**config.mk**
```make
export PLATFORM = sky130hd
export DESIGN_NAME = uart_alu_host
export DESIGN_NICKNAME = d
export VERILOG_FILES = /design/src/rtl/uart_alu_host.sv
export SDC_FILE = /design/constraint.sdc
export NUM_CORES = 1
export LEC_CHECK = 0
export BUFFER_PORTS_ARGS = -buffer_cell sky130_fd_sc_hd__buf_2
export CORE_MARGIN = 4
export CORE_UTILIZATION = 51
export DETAILED_ROUTE_END_ITERATION = 10
export PLACE_DENSITY = 0.83
export SYNTH_ARGS = -nofsm -noshare
export SYNTH_HDL_FRONTEND = slang
export SYNTH_SLANG_ARGS = --single-unit
```
**constraint.sdc**
```tcl
create_clock -name i_clk -period 4 [get_ports i_clk]
set_input_delay 0.6 -clock i_clk [delete_from_list [all_inputs] [get_ports i_clk]]
set_output_delay 0.6 -clock i_clk [all_outputs]
set_load 0.02 [all_outputs]
```
**src/rtl/uart_alu_host.sv**
```systemverilog
// Host-side UART ALU command initiator: serialises opcode/A/B into the TX FIFO and returns the result byte.
// Optional response watchdog enabled by defining UART_HOST_TIMEOUT_EN.
module uart_alu_host #(
    parameter int unsigned DATA_WIDTH     = 8,
    parameter int unsigned OPCODE_SZ      = 6,
    parameter int unsigned TIMEOUT_CYCLES = 1000000,
    parameter int unsigned TIMEOUT_W      = 20
) (
    input  logic                  i_clk,
    input  logic                  i_reset,
    input  logic                  i_cmd_valid,
    output logic                  o_cmd_ready,
    input  logic [OPCODE_SZ-1:0]  i_op_code,
    input  logic [DATA_WIDTH-1:0] i_op_a,
    input  logic [DATA_WIDTH-1:0] i_op_b,
    output logic                  o_rsp_valid,
    output logic [DATA_WIDTH-1:0] o_rsp_data,
    output logic                  o_rsp_timeout,
    output logic                  o_stray_rx,
    output logic                  o_busy,
    input  logic                  i_tx_full,
    output logic                  o_wr_uart,
    output logic [DATA_WIDTH-1:0] o_w_data,
    input  logic                  i_rx_empty,
    input  logic [DATA_WIDTH-1:0] i_r_data,
    output logic                  o_rd_uart
);

    typedef enum logic [2:0] {
        IDLE     = 3'd0,
        SEND_OPC = 3'd1,
        SEND_A   = 3'd2,
        SEND_B   = 3'd3,
        WAIT_RSP = 3'd4,
        RESP     = 3'd5
    } state_t;

    // Parameter sanity: opcode must fit a UART word, watchdog counter must reach its limit.
    if (OPCODE_SZ > DATA_WIDTH || 64'(TIMEOUT_CYCLES) > (64'd1 << TIMEOUT_W)) begin : g_param_check
        $error("uart_alu_host: illegal parameter combination");
    end

    state_t                state;
    state_t                state_nxt;
    logic [DATA_WIDTH-1:0] opc_q;
    logic [DATA_WIDTH-1:0] a_q;
    logic [DATA_WIDTH-1:0] b_q;
    logic [DATA_WIDTH-1:0] rsp_q;

`ifdef UART_HOST_TIMEOUT_EN
    localparam logic [TIMEOUT_W-1:0] WD_LAST = TIMEOUT_W'(TIMEOUT_CYCLES - 1);

    logic [TIMEOUT_W-1:0] wd_cnt;
    logic                 timeout_q;
    logic                 wd_expire;

    assign wd_expire     = (wd_cnt == WD_LAST);
    assign o_rsp_timeout = timeout_q;
`else
    assign o_rsp_timeout = 1'b0;
`endif

    assign o_rsp_data = rsp_q;

    always_ff @(posedge i_clk or posedge i_reset) begin
        if (i_reset) begin
            state <= IDLE;
        end else begin
            state <= state_nxt;
        end
    end

    always_comb begin
        state_nxt = state;
        case (state)
            IDLE:     if (i_cmd_valid) state_nxt = SEND_OPC;
            SEND_OPC: if (!i_tx_full) state_nxt = SEND_A;
            SEND_A:   if (!i_tx_full) state_nxt = SEND_B;
            SEND_B:   if (!i_tx_full) state_nxt = WAIT_RSP;
            WAIT_RSP: begin
                if (!i_rx_empty) state_nxt = RESP;
`ifdef UART_HOST_TIMEOUT_EN
                else if (wd_expire) state_nxt = RESP;
`endif
            end
            RESP:     state_nxt = IDLE;
            default:  state_nxt = IDLE;
        endcase
    end

    // Handshake, FIFO strobes and TX data are decoded from state and FIFO flags.
    always_comb begin
        o_cmd_ready = 1'b0;
        o_busy      = 1'b1;
        o_rsp_valid = 1'b0;
        o_stray_rx  = 1'b0;
        o_wr_uart   = 1'b0;
        o_w_data    = '0;
        o_rd_uart   = 1'b0;
        case (state)
            IDLE: begin
                o_cmd_ready = 1'b1;
                o_busy      = 1'b0;
                o_rd_uart   = !i_rx_empty;
                o_stray_rx  = !i_rx_empty;
            end
            SEND_OPC: begin
                o_wr_uart = !i_tx_full;
                o_w_data  = opc_q;
            end
            SEND_A: begin
                o_wr_uart = !i_tx_full;
                o_w_data  = a_q;
            end
            SEND_B: begin
                o_wr_uart = !i_tx_full;
                o_w_data  = b_q;
            end
            WAIT_RSP: o_rd_uart = !i_rx_empty;
            RESP:     o_rsp_valid = 1'b1;
            default:  o_busy = 1'b1;
        endcase
    end

    // Command latches and response register.
    always_ff @(posedge i_clk or posedge i_reset) begin
        if (i_reset) begin
            opc_q <= '0;
            a_q   <= '0;
            b_q   <= '0;
            rsp_q <= '0;
        end else begin
            if (state == IDLE && i_cmd_valid) begin
                opc_q <= DATA_WIDTH'(i_op_code);
                a_q   <= i_op_a;
                b_q   <= i_op_b;
            end
            if (state == WAIT_RSP && !i_rx_empty) begin
                rsp_q <= i_r_data;
            end
`ifdef UART_HOST_TIMEOUT_EN
            else if (state == WAIT_RSP && wd_expire) begin
                rsp_q <= '0;
            end
`endif
        end
    end

`ifdef UART_HOST_TIMEOUT_EN
    // Watchdog: runs only while waiting; a byte arriving on the last cycle still wins.
    always_ff @(posedge i_clk or posedge i_reset) begin
        if (i_reset) begin
            wd_cnt    <= '0;
            timeout_q <= 1'b0;
        end else begin
            if (state == WAIT_RSP) begin
                wd_cnt <= wd_cnt + TIMEOUT_W'(1);
            end else begin
                wd_cnt <= '0;
            end
            if (state == WAIT_RSP && !i_rx_empty) begin
                timeout_q <= 1'b0;
            end else if (state == WAIT_RSP && wd_expire) begin
                timeout_q <= 1'b1;
            end
        end
    end
`endif

endmodule
```
After elaboration in Yosys (flattened, before gate mapping)
Index checks and enable logic that the tools add are counted.
- bits in registers: 33
- equal/unequal tests: 10
- muxes and demuxes: 13
- reduce and logical (&&, ||, !) cells: 8
- operators by type and width (operator ; number):
    $pmux W8 S3 ; 1
    $mux W3 ; 5
    $pmux W3 S5 ; 1
    $ne A2 B2 Y1 const B ; 5
    $eq A3 B2 Y1 const B ; 2
    $eq A3 B3 Y1 const B ; 2
    $mux W1 ; 6
    $reduce_and A5 Y1 ; 1
    $eq A3 B1 Y1 const B ; 1
    $logic_not A3 Y1 ; 1
    $reduce_or A3 Y1 ; 1
    $logic_and A1 B1 Y1 ; 2
    $logic_not A1 Y1 ; 2
    $reduce_or A2 Y1 ; 1

Logic depth before layout (Yosys ltp)
Gate-level depths: netlist (run 1).
- depth in word-level cells: 3
- gate-level depth with buffers: 5
- depth with buffers taken out: 3

Least setup slack after synthesis (run 1)
Ideal clock, no wire load.
- path type: reg-to-output
- start point: register state[1]
- end point: output o_w_data[0]
- arrival time: 1.317 ns
- required time: 3.400 ns
- path slack: 2.083 ns
- stages on the path, launching flop included: 4
- path through: dfrtp_1 > clkbuf_1 > clkbuf_1 > a211oi_1
- word-level cells in the longest chain between the ends: 2
- elaborated cells between the ends (all ways): 4
- classes of those cells: eq/ne: 3; mux: 1
- ends and longest elaborated chain (item ; line ; source):
    from (decl) ; 43 ; state_t state;
    from (signal assigned) ; 69 ; state <= state_nxt;
    $eq A3 B2 Y1 or $eq A3 B1 Y1 (tied branches) ; 100 ; case (state)
    $pmux W8 S3 * ; 100 ;
    to (decl) ; 23 ; output logic [DATA_WIDTH-1:0] o_w_data,
Mark *: on every way between the ends. The rest lies on a longest branch, timed or not.

Final worst setup path (run 1)
- start point: register state[0]
- end point: register opc_q[0]
- word-level cells in the longest chain between the ends: 2
- ends and longest elaborated chain (item ; line ; source):
    $logic_not A3 Y1 ; 133 ; if (state == IDLE && i_cmd_valid) begin
    $logic_and A1 B1 Y1 ; 133 ;
    to (signal assigned) ; 134 ; opc_q <= DATA_WIDTH'(i_op_code);
    to (decl) ; 45 ; logic [DATA_WIDTH-1:0] opc_q;
Every way passes these cells.
A chain may end at the register's enable or synchronous reset.

==> run_results.csv, run 1 <==
group,metric,value,unit
run_status,status,"finished, final reports clean",
cells_and_area,drive_gt1_share,52.9,%
synthesis,syn_area,1540,um2
sta,timing.fmax,392,MHz
place,postPlaceCellArea,1800,um2
synthesis,yosys-top-cells-area,"dfrtp_1 54%, mux2_2 18%, mux2i_1 5.2%",
sta,rsz0062_at_grt,"no",
floorplanning,core_area,2830,um2
synthesis,ys_ff_latch,33,
synthesis,ys_top_cells_by_count,"33 x dfrtp_1, 25 x mux2_2, 8 x mux2i_1",
clock_tree,htree_levels,2,
critical_path,r2r-end,"opc_q[0]$_DFFE_PP0P_",
floorplanning,die_area,3960,um2
cells_and_area,nNetsFinal,208,
route,wire_per_inst,14.8,um
critical_path,r2r_slack,1.45,ns
route,wl,3030,um
sta,post-route-min-period,2.55,ns
pwr,power_frac_comb,46.4,%
route,met1_length,1150,um
hold_path,hold_class,"input pin to async pin",
synthesis,netlist.area_leader.share,53.7,%
synthesis,synth-edff-count,0,
critical_path,worstPathArrival,2.77,ns
cells_and_area,design_area,1900,um2
floorplanning,start_util,54.3,%
pwr,p_total,1.61,mW
pwr,swShare,40.5,%
sta,finalHoldViolCount,0,
sta,slew_viol_final,0,
clock_tree,ctsResizeCount,0,
clock_tree,clockRootBuffer,"clkbuf_4",
route,drtIter0Drc,82,
clock_tree,ctsHoldBuffers,0,
floorplanning,num_io_pins,58,
grt,grt_max_degree,34,
sta,post-route-period-util,63.8,%
synthesis,synthArstFlopShare,100,%
critical_path,critPathRequiredTime,4.22,ns
route,drt_first_pass_iters,3,
synthesis,synth_fp_nets,153,
grt,grt_pass1_vias,1231,
critical_path,r2r_start,"state[0]$_DFFE_PP0P_",
run,max_cap_viol_count,0,
route,top_layer_used,"met4",
synthesis,synth-main-ff-cell,"dfrtp_1",
synthesis,yosysSeqAreaShare,53.7,%
place,dpl.hpwl,2280,um
place,io_buffers,56,
grt,grtUsageTotal,17.4,%
route,wl_met2,1550,um
route,via_per_inst,5.33,
cells_and_area,n_antenna_cell,0,
grt,antenna_found_initial,0,
route,route.vias.total,1093,
critical_path,worstRegToRegCells,3,
synthesis,yosysMostFrequentCell,"dfrtp_1",
sta,worstMarginPinSlew,1.01,ns
pwr,vdd_ir_drop_max,0.462,mV
floorplanning,die_w,62.9,um
sta,relSlewSlack,32.5,%
sta,fin_skew,0.00464,ns
critical_path,startpoint_type,"register",
clock_tree,clk_latency,0.33,ns
route,drtAntennaViolNets,0,
synthesis,synth_top_area_cell,"dfrtp_1",
clock_tree,cts-buffers-inserted,5,
floorplanning,die_h,62.9,um
grt,grt-ovfl-total,0,
grt,grt_first_pass_wirelength,5320,um
route,drc,0,
synthesis,yosys_warnings,0,
synthesis,syn_inst,118,
pwr,seq_power_share,40.7,%
critical_path,endpoint_kind,"register",
pwr,powerDensity,851,nW/um2
clock_tree,clock_path_buffers,2,
sta,fin_ws,1.45,ns
floorplanning,rows,19,
pwr,power_switching,654,uW
pwr,p_int,960,uW
pwr,leakagePower,0.907,nW
clock_tree,post_cts_buffers,0,
synthesis,synth_cell_types,28,
clock_tree,clkTransAtPathRegs,0.09,ns
clock_tree,cts.sinks,33,
pwr,clkPwrFrac,12.9,%
critical_path,crit_type,"register to register",
clock_tree,cts_tree,"done",
place,pre_cts_ws,1.43,ns
synthesis,synth.avg_cell_area,13.0,um2
sta,fin_setup_tns,0,ns
route,dr_wl_met3,287,um
sta,setup_viol,0,
place,gp_congestion,0.766,
cells_and_area,syn2layout_area_growth,23.5,%
critical_path,cp_max_fo,22,
## power groups by stage
| stage | combinational (mW) | clock [mW] | sequential [mW] |
|---|---|---|---|
| final | 0.749 | 0.208 | 0.658 |
| after floorplan | 0.586 | 0 | 0.629 |
| after detailed placement | 0.757 | 0 | 0.663 |
| after global routing | 0.822 | 0.231 | 0.693 |
| after CTS | 0.759 | 0.217 | 0.658 |
| after global placement | 0.732 | 0 | 0.653 |
## cell type report
| class | count | area [um2] |
|---|---|---|
| well taps | 31 | 38.8 |
| inverters | 3 | 11.3 |
| fillers | 233 | 931 |
| clock inverters | 1 | 5.00 |
| flip-flops and latches | 33 | 826 |
| repair buffers | 57 | 308 |
| clock buffers | 7 | 65.1 |
| multi-input cells | 73 | 644 |
## cell usage in the layout, fill, tap and decap left out
master and instances:
clkbuf_4 5, clkbuf_8 2, buf_16 1, clkinv_1 1, or3_1 1, nor2_1 5
conb_1 1, a21oi_1 7, nor3b_4 1, inv_1 2, a31oi_1 1, and2_1 1
nor3_1 1, nor4b_1 1, mux2_2 25, a211oi_1 6, nor3_4 1, or2_1 1
o31ai_1 1, mux2i_1 8, nand3_1 1, nor2b_1 2, nand2_1 1, nor3b_1 1
buf_2 56, xnor2_1 1, mux2_1 5, clkinv_2 1, o21ai_0 1, dfrtp_1 33
## worst max-delay path, stage by stage (launching register included)
cell     delay (ns)
dfrtp_1        0.68
or2_1          0.46
nor3b_4        0.88
mux2_2         0.42
## sequential cells by signal (all words and copies together) (netlist names)
signal / flops
a_q: 8
b_q: 8
o_rsp_data: 8
opc_q: 6
state: 3
## worst max path at each step
stage | start | cells after the start | endpoint | slack (ns)
after global routing | state[0]$_DFFE_PP0P_ | 3 | opc_q[2]$_DFFE_PP0P_ | 1.30
after global placement | state[0]$_DFFE_PP0P_ | 3 | b_q[4]$_DFFE_PP0P_ | 1.55
after floorplan | state[1]$_DFFE_PP0P_ | 3 | o_w_data[0] | 2.08
after detailed placement | state[0]$_DFFE_PP0P_ | 3 | opc_q[0]$_DFFE_PP0P_ | 1.43
after CTS | state[0]$_DFFE_PP0P_ | 3 | opc_q[0]$_DFFE_PP0P_ | 1.42
final | state[0]$_DFFE_PP0P_ | 3 | opc_q[0]$_DFFE_PP0P_ | 1.45
## cells by family (layout without fill, tap and decap cells)
kind of cell	after synthesis	after routing	share of synthesized area (%)
simple gates	17	17	7.49
compound gates	16	16	6.43
mux	38	38	27.2
xor+xnor	1	1	0.570
flops	33	33	53.7
buf+inv	12	68	4.32
other cells	1	1	0.244
## layer usage
layer,up-vias,global-route usage (%)
li1,528,-
met1,516,17.1
met2,44,31.5
met3,5,8.09
met4,0,6.61
met5,-,0
## through the flow
stage,util (%),std cells,hold WS [ns]
finish,67.1,205,0.221
global route,67.1,205,0.226
CTS,66.1,204,0.473
detailed placement,63.6,196,0.484
global placement,63.6,196,0.472
floorplan,-,118,0.458
Note: power is estimated with default switching activity, not from simulation.
==> inputs of run 2 (changes only) <==
- CORE_UTILIZATION: 51 -> 43
- PLACE_DENSITY: 0.83 -> 0.74
- clock period: 4 -> 2.2 ns (I/O delays scaled with it)
==> run_results.csv, run 2 (synthesized netlist as in run 1, its figures left out) <==
group,metric,value,unit
run_status,status,"finished, final reports clean",
critical_path,crit_chain,"buf_4 -> mux2i_1 -> a211oi_1 -> buf_2",
critical_path,critPathRequiredTime,1.87,ns
cells_and_area,layout_commonest_cell,"buf_2",
clock_tree,clk_latency,0.34,ns
route,drt_first_pass_iters,4,
place,io_buffers,56,
sta,fin_skew,0.0102,ns
floorplanning,rows,21,
grt,grt_pass1_vias,1194,
clock_tree,clockRootBuffer,"clkbuf_4",
clock_tree,clock_path_buffers,2,
grt,grt_first_pass_wirelength,5350,um
floorplanning,num_io_pins,58,
route,via_per_inst,4.98,
place,dpl.hpwl,2380,um
critical_path,startpoint_type,"register",
pwr,leakagePower,0.913,nW
critical_path,r2r-end,"b_q[7]$_DFFE_PP0P_",
route,drc,0,
critical_path,r2r_start,"state[1]$_DFFE_PP0P_",
critical_path,endpoint_kind,"output port",
cells_and_area,n_antenna_cell,0,
critical_path,r2r_slack,0.53,ns
pwr,powerDensity,1530,nW/um2
critical_path,path_delay_family,"buffers and inverters",
cells_and_area,mostFrequentLayoutCells,"56 x buf_2, 32 x dfrtp_1, 25 x mux2_2, 8 x mux2i_1, 7 x a21oi_1",
sta,timing.fmax,529,MHz
place,postPlaceCellArea,1860,um2
floorplanning,die_h,67.8,um
cells_and_area,design_area,1910,um2
sta,post-route-min-period,1.89,ns
clock_tree,cts-buffers-inserted,5,
grt,antenna_found_initial,0,
floorplanning,die_area,4590,um2
cells_and_area,drive_gt1_share,53.9,%
clock_tree,clkTransAtPathRegs,0.10,ns
cells_and_area,nNetsFinal,212,
grt,grt_max_degree,34,
critical_path,slowest_delay,0.39,ns
floorplanning,core_area,3390,um2
cells_and_area,syn2layout_area_growth,24.3,%
sta,rsz0062_at_grt,"no",
route,drtAntennaViolNets,0,
clock_tree,post_cts_buffers,0,
pwr,vdd_ir_drop_max,0.793,mV
critical_path,cp_max_fo,21,
cells_and_area,fin_util,56.3,%
place,gp_congestion,0.776,
route,route.vias.total,1116,
floorplanning,die_w,67.8,um
route,wire_per_inst,14.2,um
sta,slew_viol_final,0,
route,wl,3180,um
sta,finalHoldViolCount,0,
cells_and_area,nFillCells,299,
sta,fin_setup_tns,0,ns
grt,grtUsageTotal,16.1,%
critical_path,worstRegToRegCells,4,
critical_path,cpMaxStageDelayCell,"dfrtp_1",
critical_path,worstPathArrival,1.56,ns
clock_tree,htree_levels,2,
floorplanning,start_util,45.3,%
critical_path,crit_type,"register to output port",
sta,post-route-period-util,86.0,%
grt,grt-ovfl-total,0,
route,drtIter0Drc,23,
hold_path,hold_class,"input pin to async pin",
run,max_cap_viol_count,0,
clock_tree,cts_tree,"done",
clock_tree,cts.sinks,33,
sta,hold_ws,0.0570,ns
sta,setup_viol,0,
critical_path,cp_num_buf_inv,2,
[run 2: cell types whose count changed in the layout (fill, tap and decap cells not counted)]
cell	previous run	this run
buf_16	1	0
clkbuf_8	2	0
dfrtp_1	33	32
buf_4	0	5
clkinv_2	1	2
inv_1	2	3
clkinv_1	1	0
clkbuf_1	0	1
dfrtp_2	0	1
[run 2: report_power, final]
part           total [mW]  switching, mW  internal (mW)
registers            1.09          0.174          0.917
clock network       0.322          0.200          0.122
logic                1.51          0.832          0.680
total                2.92           1.21           1.72
[run 2: metal layers]
| metal | track usage (%) | share of wire (%) |
|---|---|---|
| met2 | 25.3 | 47 |
| met5 | 0 | 0 |
| met1 | 19.2 | 43 |
| met4 | 8.19 | 1.6 |
| met3 | 5.99 | 9.1 |
[run 2: area by class of cell]
cell class	count	area (um2)	share of cell area [%]
Clock buffer	6	41.3	2.16
Clock inverter	2	10.0	0.524
Inverter	3	11.3	0.590
Multi-Input combinational cell	73	644	33.7
Sequential cell	33	827	43.3
Tap cell	46	57.6	3.01
Timing Repair Buffer	61	318	16.6
[run 2: tightest hold or removal path, stage by stage]
cell   delay, ns
buf_2       0.10
inv_1       0.04
buf_4       0.36
[run 2: worst max-delay path by stage]
| stage | startpoint | endpoint | slack, ns | depth (start not counted) |
|---|---|---|---|---|
| after detailed placement | state[2]$_DFFE_PP0P_ | o_rsp_data[1]$_DFFE_PP0P_ | 0.34 | 3 |
| after floorplan | state[1]$_DFFE_PP0P_ | o_w_data[0] | 0.55 | 3 |
| after CTS | state[2]$_DFFE_PP0P_ | o_rsp_valid | 0.15 | 3 |
| after global routing | state[0]$_DFFE_PP0P_ | o_w_data[0] | 0.15 | 4 |
| final | state[0]$_DFFE_PP0P_ | o_w_data[0] | 0.31 | 4 |
| after global placement | state[2]$_DFFE_PP0P_ | o_rsp_data[6]$_DFFE_PP0P_ | 0.45 | 3 |
[run 2: what timing repair did]
action                     4_1_cts  5_1_grt
hold buffers                     0        0
setup endpoints to repair        0        1
resized for setup                0        1
[run 2: per-stage QoR]
| step | cells | worst slack [ns] | total power [mW] |
|---|---|---|---|
| 3_5_place_dp | 216 | 0.344 | 2.63 |
| 4_1_cts | 224 | 0.146 | 2.97 |
| 3_3_place_gp | 216 | 0.446 | 2.58 |
| 6_report | 224 | 0.308 | 2.92 |
| 5_1_grt | 224 | 0.150 | 3.16 |
| 2_1_floorplan | 118 | 0.553 | 2.21 |
==> inputs of run 3 (changes only) <==
- BUFFER_PORTS_ARGS: -buffer_cell sky130_fd_sc_hd__buf_2 -> -buffer_cell sky130_fd_sc_hd__buf_4
- CORE_UTILIZATION: 43 -> 40
- PLACE_DENSITY: 0.74 -> 0.7
==> run_results.csv, run 3 (synthesized netlist as in run 1, its figures left out) <==
group,metric,value,unit
grt,grt-ovfl-total,0,
clock_tree,clock_path_buffers,2,
place,dpl.hpwl,2430,um
floorplanning,die_area,4900,um2
cells_and_area,drive_gt1_share,53.9,%
critical_path,crit_type,"register to register",
critical_path,critPathRequiredTime,2.36,ns
clock_tree,cts_tree,"done",
clock_tree,ctsHoldBuffers,0,
sta,setup_viol,0,
cells_and_area,stdcell_count,226,
floorplanning,start_util,41.7,%
place,gp_congestion,0.798,
cells_and_area,nNetsFinal,212,
critical_path,crit_end,"opc_q[0]$_DFFE_PP0P_",
floorplanning,rows,22,
cells_and_area,layout_commonest_cell,"buf_4",
clock_tree,ctsResizeCount,0,
route,drtIter0Drc,76,
cells_and_area,mostFrequentLayoutCells,"60 x buf_4, 33 x dfrtp_1, 25 x mux2_2, 8 x mux2i_1, 7 x a21oi_1",
clock_tree,cts-buffers-inserted,5,
grt,grt_pass1_vias,1151,
critical_path,endpoint_kind,"register",
critical_path,crit_cells,4,
cells_and_area,nFillCells,326,
critical_path,worstRegToRegCells,4,
sta,finalHoldViolCount,0,
clock_tree,post_cts_buffers,0,
place,postPlaceCellArea,2010,um2
clock_tree,clockRootBuffer,"clkbuf_8",
route,drc,0,
critical_path,cp_max_fo,17,
cells_and_area,fin_util,57.8,%
critical_path,crit_chain,"or2_1 -> nor3b_4 -> buf_12 -> mux2_2",
sta,post-route-min-period,1.81,ns
grt,antenna_found_initial,0,
grt,grtUsageTotal,14.5,%
clock_tree,clk_latency,0.29,ns
sta,post-route-period-util,82.5,%
pwr,powerDensity,1580,nW/um2
critical_path,cpMaxStageDelayCell,"nor3b_4",
place,pre_cts_ws,0.392,ns
sta,fin_skew,0.00753,ns
cells_and_area,syn2layout_area_growth,38.8,%
place,placed_cells,218,
pwr,leakagePower,0.985,nW
sta,rsz0062_at_grt,"no",
critical_path,path_delay_family,"simple AND/OR/NAND/NOR gates",
pwr,p_total,3.38,mW
place,io_buffers,56,
sta,fin_setup_tns,0,ns
critical_path,slowest_delay,0.42,ns
grt,grt_first_pass_wirelength,5620,um
sta,timing.fmax,551,MHz
clock_tree,htree_levels,2,
route,drt_first_pass_iters,4,
cells_and_area,design_area,2130,um2
critical_path,cp_num_buf_inv,1,
cells_and_area,n_antenna_cell,0,
route,wire_per_inst,14.5,um
floorplanning,die_w,70.0,um
sta,hold_ws,0.126,ns
floorplanning,die_h,70.0,um
route,drtAntennaViolNets,0,
route,wl,3280,um
floorplanning,num_io_pins,58,
run_status,status,"finished, final reports clean",
critical_path,startpoint_type,"register",
critical_path,r2r_start,"state[1]$_DFFE_PP0P_",
floorplanning,core_area,3690,um2
route,route.vias.total,1117,
sta,fin_ws,0.386,ns
clock_tree,clkTransAtPathRegs,0.07,ns
hold_path,hold_class,"input pin to async pin",
route,via_per_inst,4.94,
critical_path,r2r-end,"opc_q[0]$_DFFE_PP0P_",
clock_tree,cts.sinks,33,
pwr,vdd_ir_drop_max,0.721,mV
grt,grt_max_degree,34,
critical_path,worstPathArrival,1.98,ns
run,max_cap_viol_count,0,
critical_path,r2r_slack,0.39,ns
sta,slew_viol_final,0,
critical_path,critPathLaunch,"state[1]$_DFFE_PP0P_",
## run 3: changes by cell type in the layout (fill, tap and decap cells not counted), moves of 2 or more
cell / previous run / this run
buf_4: 5 / 60
buf_2: 56 / 0
clkinv_2: 2 / 0
clkbuf_4: 5 / 0
clkbuf_8: 0 / 6
## run 3: metal layers
layer / up-vias / routed length, um / part of all wire [%] / GRT usage, %
met3: 5 / 288 / 8.8 / 6.76
met4: 0 / 35 / 1.1 / 3.83
met5: - / 0 / 0 / 0
met1: 536 / 1340 / 41 / 18.0
li1: 534 / - / - / -
met2: 42 / 1610 / 49 / 22.6
## run 3: tightest hold or removal path: stages
cell   delay (ns)
buf_4        0.11
inv_1        0.04
buf_4        0.35
## run 3: power breakdown
group	switching (mW)	internal, mW	total, mW
Combinational	0.864	0.843	1.71
Sequential	0.161	0.919	1.08
Clock	0.222	0.368	0.591
Total	1.25	2.13	3.38
## run 3: layout make-up
class	instances	area, um2	area share [%]
flip-flops and latches	33	826	38.7
multi-input cells	73	644	30.2
repair buffers	61	470	22.1
clock buffers	6	82.6	3.87
well taps	48	60.1	2.82
clock inverters	2	37.5	1.76
inverters	3	11.3	0.528
## run 3: worst min path at each step
stage,to,start,cells after the start,slack [ns]
floorplan,a_q[0]$_DFFE_PP0P_,i_reset,1,0.46
global placement,a_q[0]$_DFFE_PP0P_,i_reset,3,0.44
detailed placement,a_q[1]$_DFFE_PP0P_,i_reset,3,0.45
CTS,o_rsp_data[5]$_DFFE_PP0P_,i_reset,3,0.14
global route,o_rsp_data[5]$_DFFE_PP0P_,i_reset,3,0.16
finish,opc_q[1]$_DFFE_PP0P_,i_reset,3,0.13
